### config.mk
export PLATFORM = sky130hd
export DESIGN_NAME = uart_receiver
export DESIGN_NICKNAME = d
export VERILOG_FILES = /design/src/rtl/uart_pkg.sv /design/src/rtl/uart_rx_sync.sv /design/src/rtl/uart_receiver.sv
export SDC_FILE = /design/constraint.sdc
export NUM_CORES = 1
export LEC_CHECK = 0
export CORE_MARGIN = 1
export CORE_UTILIZATION = 60
export DETAILED_ROUTE_END_ITERATION = 10
export HOLD_SLACK_MARGIN = 0.08
export PLACE_DENSITY = 0.82
export SYNTH_ARGS = -nofsm -noshare
export SYNTH_HDL_FRONTEND = slang
export SYNTH_SLANG_ARGS = --single-unit
### constraint.sdc
create_clock -name in_clk -period 2.3 [get_ports in_clk]
set_input_delay 0.23 -clock in_clk [delete_from_list [all_inputs] [get_ports in_clk]]
set_output_delay 0.23 -clock in_clk [all_outputs]
set_load 0.02 [all_outputs]
### src/rtl/uart_pkg.sv
// Shared UART definitions: receiver state encoding, frame constants and baud divisor helper.
// Also consumed by the transmit path.
package uart_pkg;

  typedef enum logic [2:0] {
    IDLE,
    START,
    DATA,
    STOP,
    WAIT_HIGH
  } uart_rx_state_t;

  localparam int UART_DATA_BITS = 8;
  localparam int UART_MIN_CPB   = 8;

  // Clocks per bit, rounded to nearest.
  function automatic int cpb(input int clk_hz, input int baud);
    return (clk_hz + baud / 2) / baud;
  endfunction

endpackage

### src/rtl/uart_rx_sync.sv
// Two-flop synchronizer for the serial line followed by a three-sample majority window.
// maj_o votes over rx_s from the previous two cycles and the current one.
module uart_rx_sync (
  input  logic clk_i,
  input  logic rst_i,
  input  logic rx_i,
  output logic rx_s_o,
  output logic maj_o
);

  logic       meta_q;
  logic       rx_s_q;
  logic [1:0] hist_q;

  always_ff @(posedge clk_i) begin
    if (rst_i) begin
      meta_q <= 1'b1;
      rx_s_q <= 1'b1;
      hist_q <= 2'b11;
    end else begin
      meta_q <= rx_i;
      rx_s_q <= meta_q;
      hist_q <= {hist_q[0], rx_s_q};
    end
  end

  assign rx_s_o = rx_s_q;
  assign maj_o  = (hist_q[1] & hist_q[0]) | (hist_q[1] & rx_s_q) | (hist_q[0] & rx_s_q);

endmodule

### src/rtl/uart_receiver.sv
// 8N1 UART receiver: majority-voted mid-bit sampling, glitch rejection on the start bit,
// one-cycle strobes for a good byte or a framing error.
module uart_receiver
  import uart_pkg::*;
#(
  parameter int CLK_HZ       = 27_000_000,
  parameter int BAUD         = 115_200,
  parameter int CLKS_PER_BIT = cpb(CLK_HZ, BAUD)
) (
  input  logic                      in_clk,
  input  logic                      in_rst,
  input  logic                      in_rx,
  output logic [UART_DATA_BITS-1:0] out_data,
  output logic                      out_data_en,
  output logic                      out_frame_err
);

  localparam int HALF = CLKS_PER_BIT / 2;
  localparam int CW   = $clog2(CLKS_PER_BIT);
  localparam int BW   = $clog2(UART_DATA_BITS);
  localparam logic [CW-1:0] CNT_DEC  = CW'(HALF + 1);
  localparam logic [CW-1:0] CNT_MAX  = CW'(CLKS_PER_BIT - 1);
  localparam logic [BW-1:0] IDX_LAST = BW'(UART_DATA_BITS - 1);

  if (CLKS_PER_BIT < UART_MIN_CPB) begin : g_cpb_check
    $error("uart_receiver: CLKS_PER_BIT must be at least %0d", UART_MIN_CPB);
  end

  logic rx_s;
  logic maj;

  uart_rx_sync u_sync (
    .clk_i (in_clk),
    .rst_i (in_rst),
    .rx_i  (in_rx),
    .rx_s_o(rx_s),
    .maj_o (maj)
  );

  uart_rx_state_t            state_q;
  logic [CW-1:0]             cnt_q;
  logic [CW-1:0]             cnt_d;
  logic [BW-1:0]             bit_idx_q;
  logic [UART_DATA_BITS-1:0] shift_q;
  logic [UART_DATA_BITS-1:0] data_q;
  logic                      data_en_q;
  logic                      frame_err_q;
  logic                      decide;

  always_comb begin
    cnt_d = '0;
    if (state_q == START || state_q == DATA || state_q == STOP) begin
      cnt_d = (cnt_q == CNT_MAX) ? '0 : cnt_q + CW'(1);
    end
  end

  // The vote window closes on the HALF+1 sample, so every decision lands there.
  assign decide = (cnt_q == CNT_DEC);

  always_ff @(posedge in_clk) begin
    if (in_rst) begin
      state_q     <= IDLE;
      cnt_q       <= '0;
      bit_idx_q   <= '0;
      shift_q     <= '0;
      data_q      <= '0;
      data_en_q   <= 1'b0;
      frame_err_q <= 1'b0;
    end else begin
      data_en_q   <= 1'b0;
      frame_err_q <= 1'b0;
      cnt_q       <= cnt_d;
      case (state_q)
        IDLE: begin
          if (!rx_s) begin
            state_q <= START;
            cnt_q   <= '0;
          end
        end
        START: begin
          if (decide) begin
            if (maj) begin
              state_q <= IDLE;
            end else begin
              state_q   <= DATA;
              bit_idx_q <= '0;
            end
          end
        end
        DATA: begin
          if (decide) begin
            shift_q   <= {maj, shift_q[UART_DATA_BITS-1:1]};
            bit_idx_q <= bit_idx_q + BW'(1);
            if (bit_idx_q == IDX_LAST) state_q <= STOP;
          end
        end
        STOP: begin
          if (decide) begin
            if (maj) begin
              data_q    <= shift_q;
              data_en_q <= 1'b1;
              state_q   <= IDLE;
            end else begin
              frame_err_q <= 1'b1;
              state_q     <= WAIT_HIGH;
            end
          end
        end
        WAIT_HIGH: begin
          if (rx_s) state_q <= IDLE;
        end
        default: state_q <= IDLE;
      endcase
    end
  end

  assign out_data      = data_q;
  assign out_data_en   = data_en_q;
  assign out_frame_err = frame_err_q;

endmodule

After elaboration in Yosys (flattened, before gate mapping)
Index checks and enable logic that the tools add are counted.
W data, S select, Z words.
{"block": "totals", "ff_bits": 36, "wordCells": 61}
{"block": "classes", "addsub": 2, "eq_ne": 14, "mux": 19, "bitwise": 7, "n_reduce_logical": 9}
{"op": "$mux W8", "n": 4}
{"op": "$mux W3", "n": 10}
{"op": "$pmux W3 S5", "n": 1}
{"op": "$ne A2 B2 Y1 const B", "n": 5}
{"op": "$add A8 B1 Y8 const B", "n": 1}
{"op": "$eq A8 B7 Y1 const B", "n": 1}
{"op": "$eq A8 B8 Y1 const B", "n": 1}
{"op": "$eq A3 B2 Y1 const B", "n": 2}
{"op": "$eq A3 B3 Y1 const B", "n": 2}
{"op": "$pmux W3 S2", "n": 1}
{"op": "$reduce_and A6 Y1", "n": 1}
{"op": "$ne A2 B1 Y1 const B", "n": 2}
{"op": "$reduce_and A4 Y1", "n": 1}
{"op": "$add A3 B1 Y3 const B", "n": 1}
{"op": "$and A1 B1 Y1", "n": 3}
{"op": "$eq A3 B1 Y1 const B", "n": 1}
{"op": "$logic_not A3 Y1", "n": 1}
{"op": "$reduce_and A3 Y1", "n": 1}
{"op": "$reduce_or A3 Y1", "n": 1}
{"op": "$logic_or A1 B1 Y1", "n": 2}
{"op": "$mux W1", "n": 2}
{"op": "$mux W2", "n": 1}
{"op": "$not A1 Y1", "n": 2}
{"op": "$or A1 B1 Y1", "n": 2}
{"op": "other kinds (2)", "n": 2}

Logic depth before layout (Yosys ltp)
{"block": "depth", "depth_word": 6, "ltp_mapped": 7}

Modules after synthesis
From an unflattened synthesis, not the netlist that was laid out.
{"block": "hier_totals", "hier_cells": 150, "area_unflattened_um2": 1539.0}
{"module": "uart_receiver", "instances": 1, "cells_each": 141, "area_each_um2": 1422.6, "seq_area_each_um2": 640.6}
{"module": "uart_rx_sync", "instances": 1, "cells_each": 9, "area_each_um2": 116.4, "seq_area_each_um2": 80.1}

Least setup slack after synthesis
Ideal clock, no wire load.
{"block": "synth_timing", "path_type": "flip-flop to flip-flop", "startpoint": "register cnt_q[0]", "endpoint": "register data_q[0], in the netlist out_data[0]", "t_arrival_ns": 1.437, "path_slack_ns": 0.792, "stages_incl_launch_ff": 8, "path_buffers": 1, "path_cell_list": "dfxtp_1 > inv_1 > ha_1 > nor3b_2 > nand2_2 > nor4b_4 > buf_6 > mux2i_1"}
{"block": "synth_between", "elab_chain_cells": 2}
{"item": "start: declaration", "line_no": "uart_receiver.sv:41", "text": "logic [CW-1:0] cnt_q;"}
{"item": "start signal: assignment", "line_no": "uart_receiver.sv:72", "text": "cnt_q <= cnt_d;"}
{"item": "$eq A8 B7 Y1", "line_no": "uart_receiver.sv:58", "text": "assign decide = (cnt_q == CNT_DEC);"}
{"item": "$reduce_and A3 Y1 (no line)"}
{"item": "end signal: assignment", "line_no": "uart_receiver.sv:100", "text": "data_q <= shift_q;"}
{"item": "end: declaration", "line_no": "uart_receiver.sv:45", "text": "logic [UART_DATA_BITS-1:0] data_q;"}
No other way between the ends.
A chain may end at the register's enable or synchronous reset.

Worst setup path in the final report
{"block": "layout_timing", "startpoint": "register cnt_q[1]", "endpoint": "register shift_q[5]"}
{"block": "layout_between", "elab_chain_cells": 2}
{"item": "$eq A8 B7 Y1", "line_no": "uart_receiver.sv:58"}
{"item": "$reduce_and A2 Y1 (no line)"}
{"item": "end signal: assignment", "line_no": "uart_receiver.sv:92", "text": "shift_q <= {maj, shift_q[UART_DATA_BITS-1:1]};"}
{"item": "end: declaration", "line_no": "uart_receiver.sv:44", "text": "logic [UART_DATA_BITS-1:0] shift_q;"}
No other way between the ends.

==> impl_metrics.tcl <==
set metrics [dict create \
    num_antenna_cells 0 \
    pwr-share-seq 0.616 \
    maxCapViolCount 0 \
    drive_gt1_frac 0.111 \
    peakVddDrop_uv 576 \
    synth_edf_count 0 \
    hold_buffers 0 \
    fp.dieW_um 53.5 \
    ant_nets 0 \
    relSlewSlack 0.738 \
    dpl.hpwl_mm 1.79 \
    die_area_um2 2860 \
    grt-ovfl-total 0 \
    rows 18 \
    die_height_um 53.5 \
    path_cells "ha_1 -> nor3b_2 -> nand4_1 -> buf_4 -> mux2i_1 -> nor2_1" \
    worstPathMaxFanout 7 \
    cts_setup_buffers 0 \
    crit_family "simple AND/OR/NAND/NOR gates" \
    p_sw_frac 0.230 \
    clockBufferDepth 2 \
    synthTopCellsByArea "dfxtp_1 45%, mux2i_1 10%, nand2b_1 7.5%, nor2_1 5.9%, ha_1 3.9%" \
    gp_congestion 0.804 \
    fin_ws_ns 0.451 \
    syn_to_final_growth_pct 12.1 \
    clk_pin_slew_ns 0.11 \
    place_area_um2 1720 \
    crit_buf_inv 1 \
    yosys_warnings 0 \
    design_area_um2 1780 \
    cts_resized 0 \
    combPwrFrac 0.044 \
    synth_top_area_frac 0.454 \
    hold_violations 0 \
    endpoint_kind "register" \
    ys_seq_area_frac 0.454 \
    switching_power_uw 240 \
    path_class "register to register" \
    antenna_found_initial 0 \
    critPathMaxStageDelay_ns 0.41 \
    fin_tns_setup_ns 0 \
    cp-start-kind "register" \
    grt_max_degree 35 \
    slew_viol_final 0 \
    grt_pass1_wl_mm 4.05 \
    cts_buffers 5 \
    tritoncts "done" \
    layout_min_cycle_time_ns 1.85 \
    crit_slowest_cell "dfxtp_1" \
    worstPathArrival_ns 2.08 \
    synth_most_common_cell "dfxtp_1" \
    hold-path-cell-count 1 \
    drt_iter0_markers 19 \
    drt-wirelength-per-cell_um 12.1 \
    rr_worst_depth 6 \
    yosys.area.top_type "dfxtp_1" \
    port_buffers 12 \
    p_clk_frac 0.341 \
    p_leak_nw 0.660 \
    power_density_nw_per_um2 585 \
    status "complete, no violations" \
    syn_inst 167 \
    cts.sinks 36 \
    cts_root_buffer "clkbuf_4" \
    first_pass_iters 4 \
    clock_latency_ns 0.34 \
    route.detailed.drc 0 \
    critical_path_depth 6 \
    finalSetupViolations 0 \
    synth_area_um2 1590 \
    rsz0062_at_grt "false" \
    netlist_top_cells_count "36 x dfxtp_1, 25 x nor2_1, 19 x nand2b_1, 16 x mux2i_1, 6 x nand2_1" \
    netlist-cell-type-count 37 \
    htree_levels 2 \
    post-route-period-util 0.804 \
    fin_nets 187 \
    detail_route.vias_per_cell 5.43 \
    finalClockSkew_ns 0.00659 \
    hp-class "register to register" \
    syn_nets 175 \
    power_mw 1.04 \
    start_util 0.636 \
    clock.fmax_ghz 0.541 \
    pre_cts_slack_ns 0.482 \
    pin_count 13 \
    ys_seq_elements 36 \
    vias 1141 \
    synth_area_per_cell_um2 9.52 \
    ys.flop_type "dfxtp_1" \
    core_um2 2500 \
    internal-power_uw 802 \
    track_usage 0.202 \
    worstPathRequired_ns 2.53 \
    tightest_slew_ns 0.383 \
    grt_pass1_vias 986 \
    r2r_slack_ns 0.45 \
    wl_mm 2.54 \
    synthArstFlopShare 0 \
]
-- registers in the layout, indices dropped and copies added (netlist names) --
| name | flops |
|---|---|
| cnt_q | 8 |
| u_sync.meta_q | 1 |
| out_data | 8 |
| out_data_en | 1 |
| shift_q | 8 |
| u_sync.rx_s_o | 1 |
| bit_idx_q | 3 |
| out_frame_err | 1 |
| u_sync.hist_q | 2 |
| state_q | 3 |
-- per-layer routing --
| layer | up-vias | GRT usage | part of all wire |
|---|---|---|---|
| li1 | 587 | - | - |
| met1 | 537 | 0.233 | 0.48 |
| met2 | 13 | 0.327 | 0.47 |
| met3 | 4 | 0.0603 | 0.032 |
| met4 | 0 | 0.114 | 0.013 |
| met5 | - | 0 | 0 |
-- final cells by class --
class / count / area [um2]
Clock buffer: 7 / 55.1
Clock inverter: 1 / 7.51
Fill cell: 196 / 718
Inverter: 5 / 18.8
Multi-Input combinational cell: 116 / 800
Sequential cell: 36 / 721
Tap cell: 30 / 37.5
Timing Repair Buffer: 15 / 143
-- power groups by stage --
stage          Sequential [mW]  Clock, mW  Combinational (mW)
3_3_place_gp             0.655          0              0.0442
4_1_cts                  0.641      0.364              0.0454
5_1_grt                  0.643      0.388              0.0513
6_report                 0.641      0.355              0.0457
3_5_place_dp             0.655          0              0.0449
2_1_floorplan            0.649          0              0.0424
-- metrics by stage --
step / instances / utilization / hold WS (ns)
floorplan: 167 / - / 0.334
global placement: 202 / 0.688 / 0.403
detailed placement: 202 / 0.688 / 0.405
CTS: 210 / 0.713 / 0.434
global route: 210 / 0.713 / 0.444
finish: 210 / 0.713 / 0.426
-- cells in the final DEF (no fill, tap or decap), drive strengths merged, types with 4 or more instances in the layout --
cell type,instances
xnor2,4
clkbuf,7
mux2i,16
ha,5
nand2,7
dfxtp,36
or2,5
clkdlybuf4s50,12
nand2b,19
nand3,4
inv,5
nor2,25
-- kinds of logic after synthesis --
logic type / count (synthesis) / share of synthesized area
simple gates: 73 / 0.255
buf+inv: 15 / 0.0433
flops: 36 / 0.454
xor+xnor: 7 / 0.0386
mux: 16 / 0.101
compound gates: 15 / 0.0693
fa+ha+maj: 5 / 0.0394
-- worst paths after layout --
path | start | end
setup / recovery | cnt_q[1] | shift_q[5]
hold / removal | u_sync.meta_q | u_sync.rx_s_o
setup reg to reg | cnt_q[1] | shift_q[5]
hold reg to reg | u_sync.meta_q | u_sync.rx_s_o
(Power assumes the default switching activity.)
